<file path="src/rtl/shift_serializer.sv">
// -----------------------------------------------------------------------------
// shift_serializer
//
// Parallel-in / serial-out transmitter. One Depth-beat word (Depth*Width bits)
// is taken over an input valid/ready handshake and sent as Depth consecutive
// Width-bit beats on an output valid/ready stream. last_o marks the final beat
// of each word. A new word can be loaded in the same cycle the last beat of the
// previous word leaves, so back-to-back words stream with no bubble.
//
// Handshake semantics (both sides): a transfer happens at a rising clk_i edge
// where valid and ready are both high. A source holding valid high keeps its
// data stable until that edge; ready may depend combinationally on the
// partner's ready (ready_o depends on ready_i) but never on the partner's
// valid, so there is no combinational loop.
//
// Ports:
//   clk_i    - clock, all state changes on the rising edge
//   rst_i    - asynchronous reset, active high
//   valid_i  - input word valid
//   ready_o  - serializer can accept a word this cycle (0 while rst_i is high)
//   d_i      - input word, Width*Depth bits; beat k is d_i[k*Width +: Width]
//   valid_o  - output beat valid
//   ready_i  - downstream accepts the current beat
//   d_o      - output beat (0 whenever valid_o is 0)
//   last_o   - current beat is beat Depth-1 of its word
//   busy_o   - a word is held; this is the FSM state (SHIFT) made visible
//
// Parameters:
//   Width    - bits per output beat
//   Depth    - beats per input word (>= 1)
//   LsbFirst - 1: beat 0 = d_i[Width-1:0] goes first; 0: top beat goes first
// -----------------------------------------------------------------------------
module shift_serializer #(
  parameter int Width    = 32,
  parameter int Depth    = 8,
  parameter int LsbFirst = 1
) (
  input  logic                     clk_i,
  input  logic                     rst_i,
  input  logic                     valid_i,
  output logic                     ready_o,
  input  logic [Width*Depth-1:0]   d_i,
  output logic                     valid_o,
  input  logic                     ready_i,
  output logic [Width-1:0]         d_o,
  output logic                     last_o,
  output logic                     busy_o
);

  localparam int              CW       = (Depth > 1) ? $clog2(Depth) : 1;
  localparam logic [CW-1:0]   LAST_CNT = CW'(Depth - 1);

  typedef enum logic {
    S_IDLE  = 1'b0,
    S_SHIFT = 1'b1
  } state_t;

  state_t                   r_state;
  state_t                   w_state_nxt;

  // The holding register is kept in transmit order: the beat on d_o is always
  // the lowest Width bits, and each accepted beat shifts the rest down.
  logic [Width*Depth-1:0]   r_hold;
  logic [Width*Depth-1:0]   w_load;
  logic [CW-1:0]            r_cnt;
  logic [CW-1:0]            w_cnt_inc;
  logic                     r_last;

  logic                     w_valid;
  logic                     w_ready;
  logic                     w_word_acc;
  logic                     w_beat_acc;

  // ---------------------------------------------------------------------------
  // FSM: state register
  // ---------------------------------------------------------------------------
  always_ff @(posedge clk_i or posedge rst_i) begin
    if (rst_i) begin
      r_state <= S_IDLE;
    end else begin
      r_state <= w_state_nxt;
    end
  end

  // ---------------------------------------------------------------------------
  // FSM: next-state logic
  // ---------------------------------------------------------------------------
  always_comb begin
    w_state_nxt = r_state;
    case (r_state)
      S_IDLE: begin
        if (w_word_acc) begin
          w_state_nxt = S_SHIFT;
        end
      end
      S_SHIFT: begin
        // Leaving SHIFT only when the last beat goes out and no new word
        // is loaded in the same edge.
        if (w_beat_acc && r_last && !w_word_acc) begin
          w_state_nxt = S_IDLE;
        end
      end
      default: w_state_nxt = S_IDLE;
    endcase
  end

  // ---------------------------------------------------------------------------
  // FSM: outputs and handshake qualifiers
  // ---------------------------------------------------------------------------
  always_comb begin
    w_valid = 1'b0;
    w_ready = 1'b0;
    case (r_state)
      S_IDLE: begin
        w_valid = 1'b0;
        w_ready = 1'b1;
      end
      S_SHIFT: begin
        w_valid = 1'b1;
        // Reload is only possible as the last beat is consumed.
        w_ready = ready_i && r_last;
      end
      default: begin
        w_valid = 1'b0;
        w_ready = 1'b0;
      end
    endcase
    if (rst_i) begin
      w_ready = 1'b0;
    end
  end

  assign w_word_acc = valid_i && w_ready;
  assign w_beat_acc = w_valid && ready_i;

  assign valid_o = w_valid;
  assign ready_o = w_ready;
  assign busy_o  = (r_state == S_SHIFT);
  assign d_o     = r_hold[Width-1:0];
  assign last_o  = r_last;

  // ---------------------------------------------------------------------------
  // Load reordering: put the first-to-send beat at the bottom.
  // ---------------------------------------------------------------------------
  always_comb begin
    w_load = '0;
    for (int k = 0; k < Depth; k++) begin
      if (LsbFirst != 0) begin
        w_load[k*Width +: Width] = d_i[k*Width +: Width];
      end else begin
        w_load[k*Width +: Width] = d_i[(Depth-1-k)*Width +: Width];
      end
    end
  end

  assign w_cnt_inc = r_cnt + CW'(1);

  // ---------------------------------------------------------------------------
  // Datapath: holding register, beat counter, registered last flag.
  // A word accept while in SHIFT can only coincide with the last beat accept,
  // so checking it first covers the zero-bubble reload.
  // ---------------------------------------------------------------------------
  always_ff @(posedge clk_i or posedge rst_i) begin
    if (rst_i) begin
      r_hold <= '0;
      r_cnt  <= '0;
      r_last <= 1'b0;
    end else if (w_word_acc) begin
      r_hold <= w_load;
      r_cnt  <= '0;
      r_last <= (Depth == 1);
    end else if (w_beat_acc) begin
      if (r_last) begin
        r_hold <= '0;
        r_cnt  <= '0;
        r_last <= 1'b0;
      end else begin
        r_hold <= r_hold >> Width;
        r_cnt  <= w_cnt_inc;
        r_last <= (w_cnt_inc == LAST_CNT);
      end
    end
  end

endmodule

</file>
<file path="config.mk">
export PLATFORM = sky130hd
export DESIGN_NAME = shift_serializer
export DESIGN_NICKNAME = d
export VERILOG_FILES = /design/src/rtl/shift_serializer.sv
export SDC_FILE = /design/constraint.sdc
export NUM_CORES = 1
export LEC_CHECK = 0
export ABC_AREA = 1
export CELL_PAD_IN_SITES_DETAIL_PLACEMENT = 1
export CELL_PAD_IN_SITES_GLOBAL_PLACEMENT = 1
export CORE_MARGIN = 1.5
export CORE_UTILIZATION = 42
export CTS_CLUSTER_SIZE = 20
export DETAILED_ROUTE_END_ITERATION = 12
export DONT_BUFFER_PORTS = 1
export PLACE_DENSITY = 0.78
export SETUP_SLACK_MARGIN = 0.15
export SLEW_MARGIN = 20
export SYNTH_ARGS = -nofsm -noshare
export SYNTH_HDL_FRONTEND = slang
export SYNTH_SLANG_ARGS = --single-unit
</file>
<file path="constraint.sdc">
create_clock -name clk_i -period 15.55 [get_ports clk_i]
set_input_delay 3.8875 -clock clk_i [delete_from_list [all_inputs] [get_ports clk_i]]
set_output_delay 3.8875 -clock clk_i [all_outputs]
set_load 0.02 [all_outputs]
</file>
==> run_results.csv <==
group,metric,value,unit
outcome,outcome,"completed",
layout,drive_gt1_frac,0.0337,
timing,slew_headroom,0.326,
yosys,synth.yosys.warnings,0,
detailed_routing,detailedRoute.firstIterationViolations,884,
clocking,cts_hold_repair.buffers,0,
layout,areaGrowthSynthToFinish,4.99,%
yosys,synth_top_family_by_area,"simple AND/OR/NAND/NOR gates",
detailed_routing,firstDrtPassIters,5,
power_and_ir_drop,power_density,180,mW/mm2
placed_design,placedCellCount,2423,
yosys,share_of_synthesized_cell_area_in_and_or_nand_and_nor_gates,0.430,
layout,multi_input_combinational_cell_area,0.00650,mm2
setup_path,critical_path.max_fanout,33,
yosys,ys_types,20,
timing,fin_worst_skew,0.0219,ns
timing,period_needed,8.52,ns
floorplan,die-width,191,um
global_route,number_of_antenna_violations_at_the_first_check_in_global_routing,1,
yosys,synth_compound_area_frac,0.00101,
placed_design,sum_of_net_half_perimeters_after_detailed_placement,29900,um
detailed_routing,drt_wl_total,46800,um
min_path,min_path_type,"reg -> reg",
clocking,cts_tree,"done",
run,drv_cap,0,
detailed_routing,route.antenna.remaining_nets,0,
yosys,area_of_the_mapped_netlist,0.0149,mm2
power_and_ir_drop,leakage,9.18,nW
setup_path,critPathSlowestCell,"sky130_fd_sc_hd__buf_4",
setup_path,critPathLaunchType,"input pin",
clocking,path_clk_slew,0.06,ns
global_route,number_of_global_route_vias_before_repair,13645,
floorplan,ios,296,
setup_path,crit_arrival,4.63,ns
yosys,synth_xor_area_frac,0.000588,
setup_path,worst-endpoint-required,11.66,ns
yosys,synthAdderAreaFrac,0.00168,
yosys,synth.most_common_cell,"sky130_fd_sc_hd__nand2_1",
clocking,cts_setup_buffers,0,
timing,max_freq,117,MHz
timing,rsz0062_at_grt,"false",
layout,storage_cell_area,0.00653,mm2
clocking,cts_made_buffers,31,
clocking,post_cts_gate_resize_count,0,
timing,tns,0,ns
timing,final-setup-viol-count,0,
placed_design,detailedPlace.worstSlack,7.02,ns
yosys,yosysSeqAreaShare,0.439,
floorplan,floorplan.die.height,191,um
floorplan,placementRows,68,
layout,filler_cell_count,4437,
yosys,top_area_cell_type_share_of_the_netlist_area,0.439,
timing,finalMaxSlewViolations,0,
placed_design,placed_cell_area,0.0146,mm2
yosys,synthDominantAreaCellType,"sky130_fd_sc_hd__dfrtp_1",
detailed_routing,routedWlPerCell,18.9,um
clocking,worst_skew_pair_latency,0.56,ns
clocking,clock_tree.buffer_depth,3,
global_route,grt-ovfl-total,0,
layout,finalInstanceArea,0.0156,mm2
yosys,synthTopCellsByCount,"sky130_fd_sc_hd__nand2_1, sky130_fd_sc_hd__nand3_1, sky130_fd_sc_hd__dfrtp_1, sky130_fd_sc_hd__inv_1, sky130_fd_sc_hd__nand4_1",
setup_path,setup.worst_path.class,"in -> out",
setup_path,critical_path.endpoint_type,"primary output",
power_and_ir_drop,worst_ir_drop_vdd,0.0000956,V
detailed_routing,drt_drc_violations_left,0,
power_and_ir_drop,power.total,2.82,mW
yosys,synth_flop_cell,"sky130_fd_sc_hd__dfrtp_1",
yosys,synth_fp_nets,2434,
clocking,ctsRootBufferMaster,"sky130_fd_sc_hd__clkbuf_16",
setup_path,worst_path_largest_cell_delay,0.37,ns
layout,nets,2264,
clocking,clkSinkCount,261,
floorplan,core-area,0.0347,mm2
layout,stdcell_count,2476,
floorplan,die_area,0.0366,mm2
timing,finalCritPeriodShare,0.548,
global_route,grt_first_pass_wirelength,73500,um
yosys,ys_ff_latch,261,
yosys,synth-edff-count,0,
yosys,syn_area_per_cell,6.85,um2
placed_design,portBuffers,0,
timing,worstMarginPinSlew,1.01,ns
floorplan,initial_core_util,0.429,
yosys,cell_types_with_the_largest_area_share_after_synthesis,"sky130_fd_sc_hd__dfrtp_1, sky130_fd_sc_hd__nand2_1, sky130_fd_sc_hd__nand3_1",
placed_design,gp_congestion,0.826,
timing,fin_ws,7.03,ns
clocking,htree_num_levels,1,
yosys,async_reset_ff_frac,1.00,
detailed_routing,routed_via_density,5.47,
global_route,pin_count_of_the_biggest_net_entering_global_routing,281,
yosys,synth_cells,2172,
timing,timing_hold_violations_final,0,
global_route,grt_resource_usage_total,0.252,
yosys,post_synth_mux_area_share,0,
setup_path,cp_cell_sequence,"nand2_1, a21oi_4, buf_4",
detailed_routing,num_vias,13543,
## routing by layer
layer,vias up,wire length [um],global-route usage
li1,6532,-,-
met1,6619,20400,0.329
met2,309,22600,0.423
met3,83,2170,0.0386
met4,0,1570,0.0901
met5,-,0,0
## logic make-up after synthesis
kind of cell / count (synthesis)
flip-flops: 261
adder cells (fa/ha/maj): 2
XOR/XNOR: 1
buffers and inverters: 449
AND/OR/NAND/NOR: 1456
AO/OA/AOI/OAI: 3
## area by class of cell
type | count | share of cell area
tap | 455 | 0.0364
antenna | 1 | 0.000160
clock inverter | 9 | 0.00769
clock buffer | 42 | 0.0561
sequential | 261 | 0.418
multi-input combinational | 1462 | 0.416
timing repair buffer | 16 | 0.0102
inverter | 230 | 0.0557
## state kept, by name, summed over array words and instances (netlist names)
register,count
r_cnt,3
last_o,1
busy_o,1
r_hold,256
## worst paths after layout
path | start | slack [ns] | endpoint | depth (start not counted)
max | ready_i | 7.03 | ready_o | 3
min | r_hold[241] | 0.50 | r_hold[241] | 2
max reg2reg | last_o | 11.69 | r_hold[188] | 8
min reg2reg | r_hold[241] | 0.50 | r_hold[241] | 2
max in group asynchronous | rst_i | 9.85 | r_hold[153] | 3
min in group asynchronous | rst_i | 3.31 | r_hold[219] | 1
## placed cells by master (no fill, tap or decap)
master / count
sky130_fd_sc_hd__a21oi_4: 1
sky130_fd_sc_hd__buf_12: 1
sky130_fd_sc_hd__buf_16: 1
sky130_fd_sc_hd__buf_4: 12
sky130_fd_sc_hd__buf_6: 2
sky130_fd_sc_hd__bufinv_16: 3
sky130_fd_sc_hd__clkbuf_1: 5
sky130_fd_sc_hd__clkbuf_16: 31
sky130_fd_sc_hd__clkbuf_8: 6
sky130_fd_sc_hd__clkinv_2: 6
sky130_fd_sc_hd__dfrtp_1: 261
sky130_fd_sc_hd__diode_2: 1
sky130_fd_sc_hd__ha_1: 2
sky130_fd_sc_hd__inv_1: 229
sky130_fd_sc_hd__inv_8: 1
sky130_fd_sc_hd__nand2_1: 935
sky130_fd_sc_hd__nand2_4: 1
sky130_fd_sc_hd__nand2_8: 1
sky130_fd_sc_hd__nand3_1: 291
sky130_fd_sc_hd__nand3_4: 1
sky130_fd_sc_hd__nand4_1: 224
sky130_fd_sc_hd__nor2_1: 1
sky130_fd_sc_hd__nor2_4: 1
sky130_fd_sc_hd__nor3_1: 1
sky130_fd_sc_hd__o21ai_0: 1
sky130_fd_sc_hd__o21ai_1: 1
sky130_fd_sc_hd__xor2_1: 1
## power by group
group	leakage, nW	internal (mW)	switching (mW)
sequential	3.34	0.965	0.228
combinational	5.34	0.273	0.623
clock	0.497	0.438	0.289
## worst max-delay path, delay by kind of cell
family                 cells  cell delay, ns
AO/OA/AOI/OAI              1            0.20
buffers and inverters      1            0.37
AND/OR/NAND/NOR            1            0.16
## through the flow
stage	hold slack, ns	utilization
after floorplan	0.469	-
after global placement	0.485	0.420
after detailed placement	0.489	0.420
after CTS	0.501	0.449
after global routing	0.525	0.450
final	0.498	0.450
No activity file was read; power rests on OpenSTA's default activity.
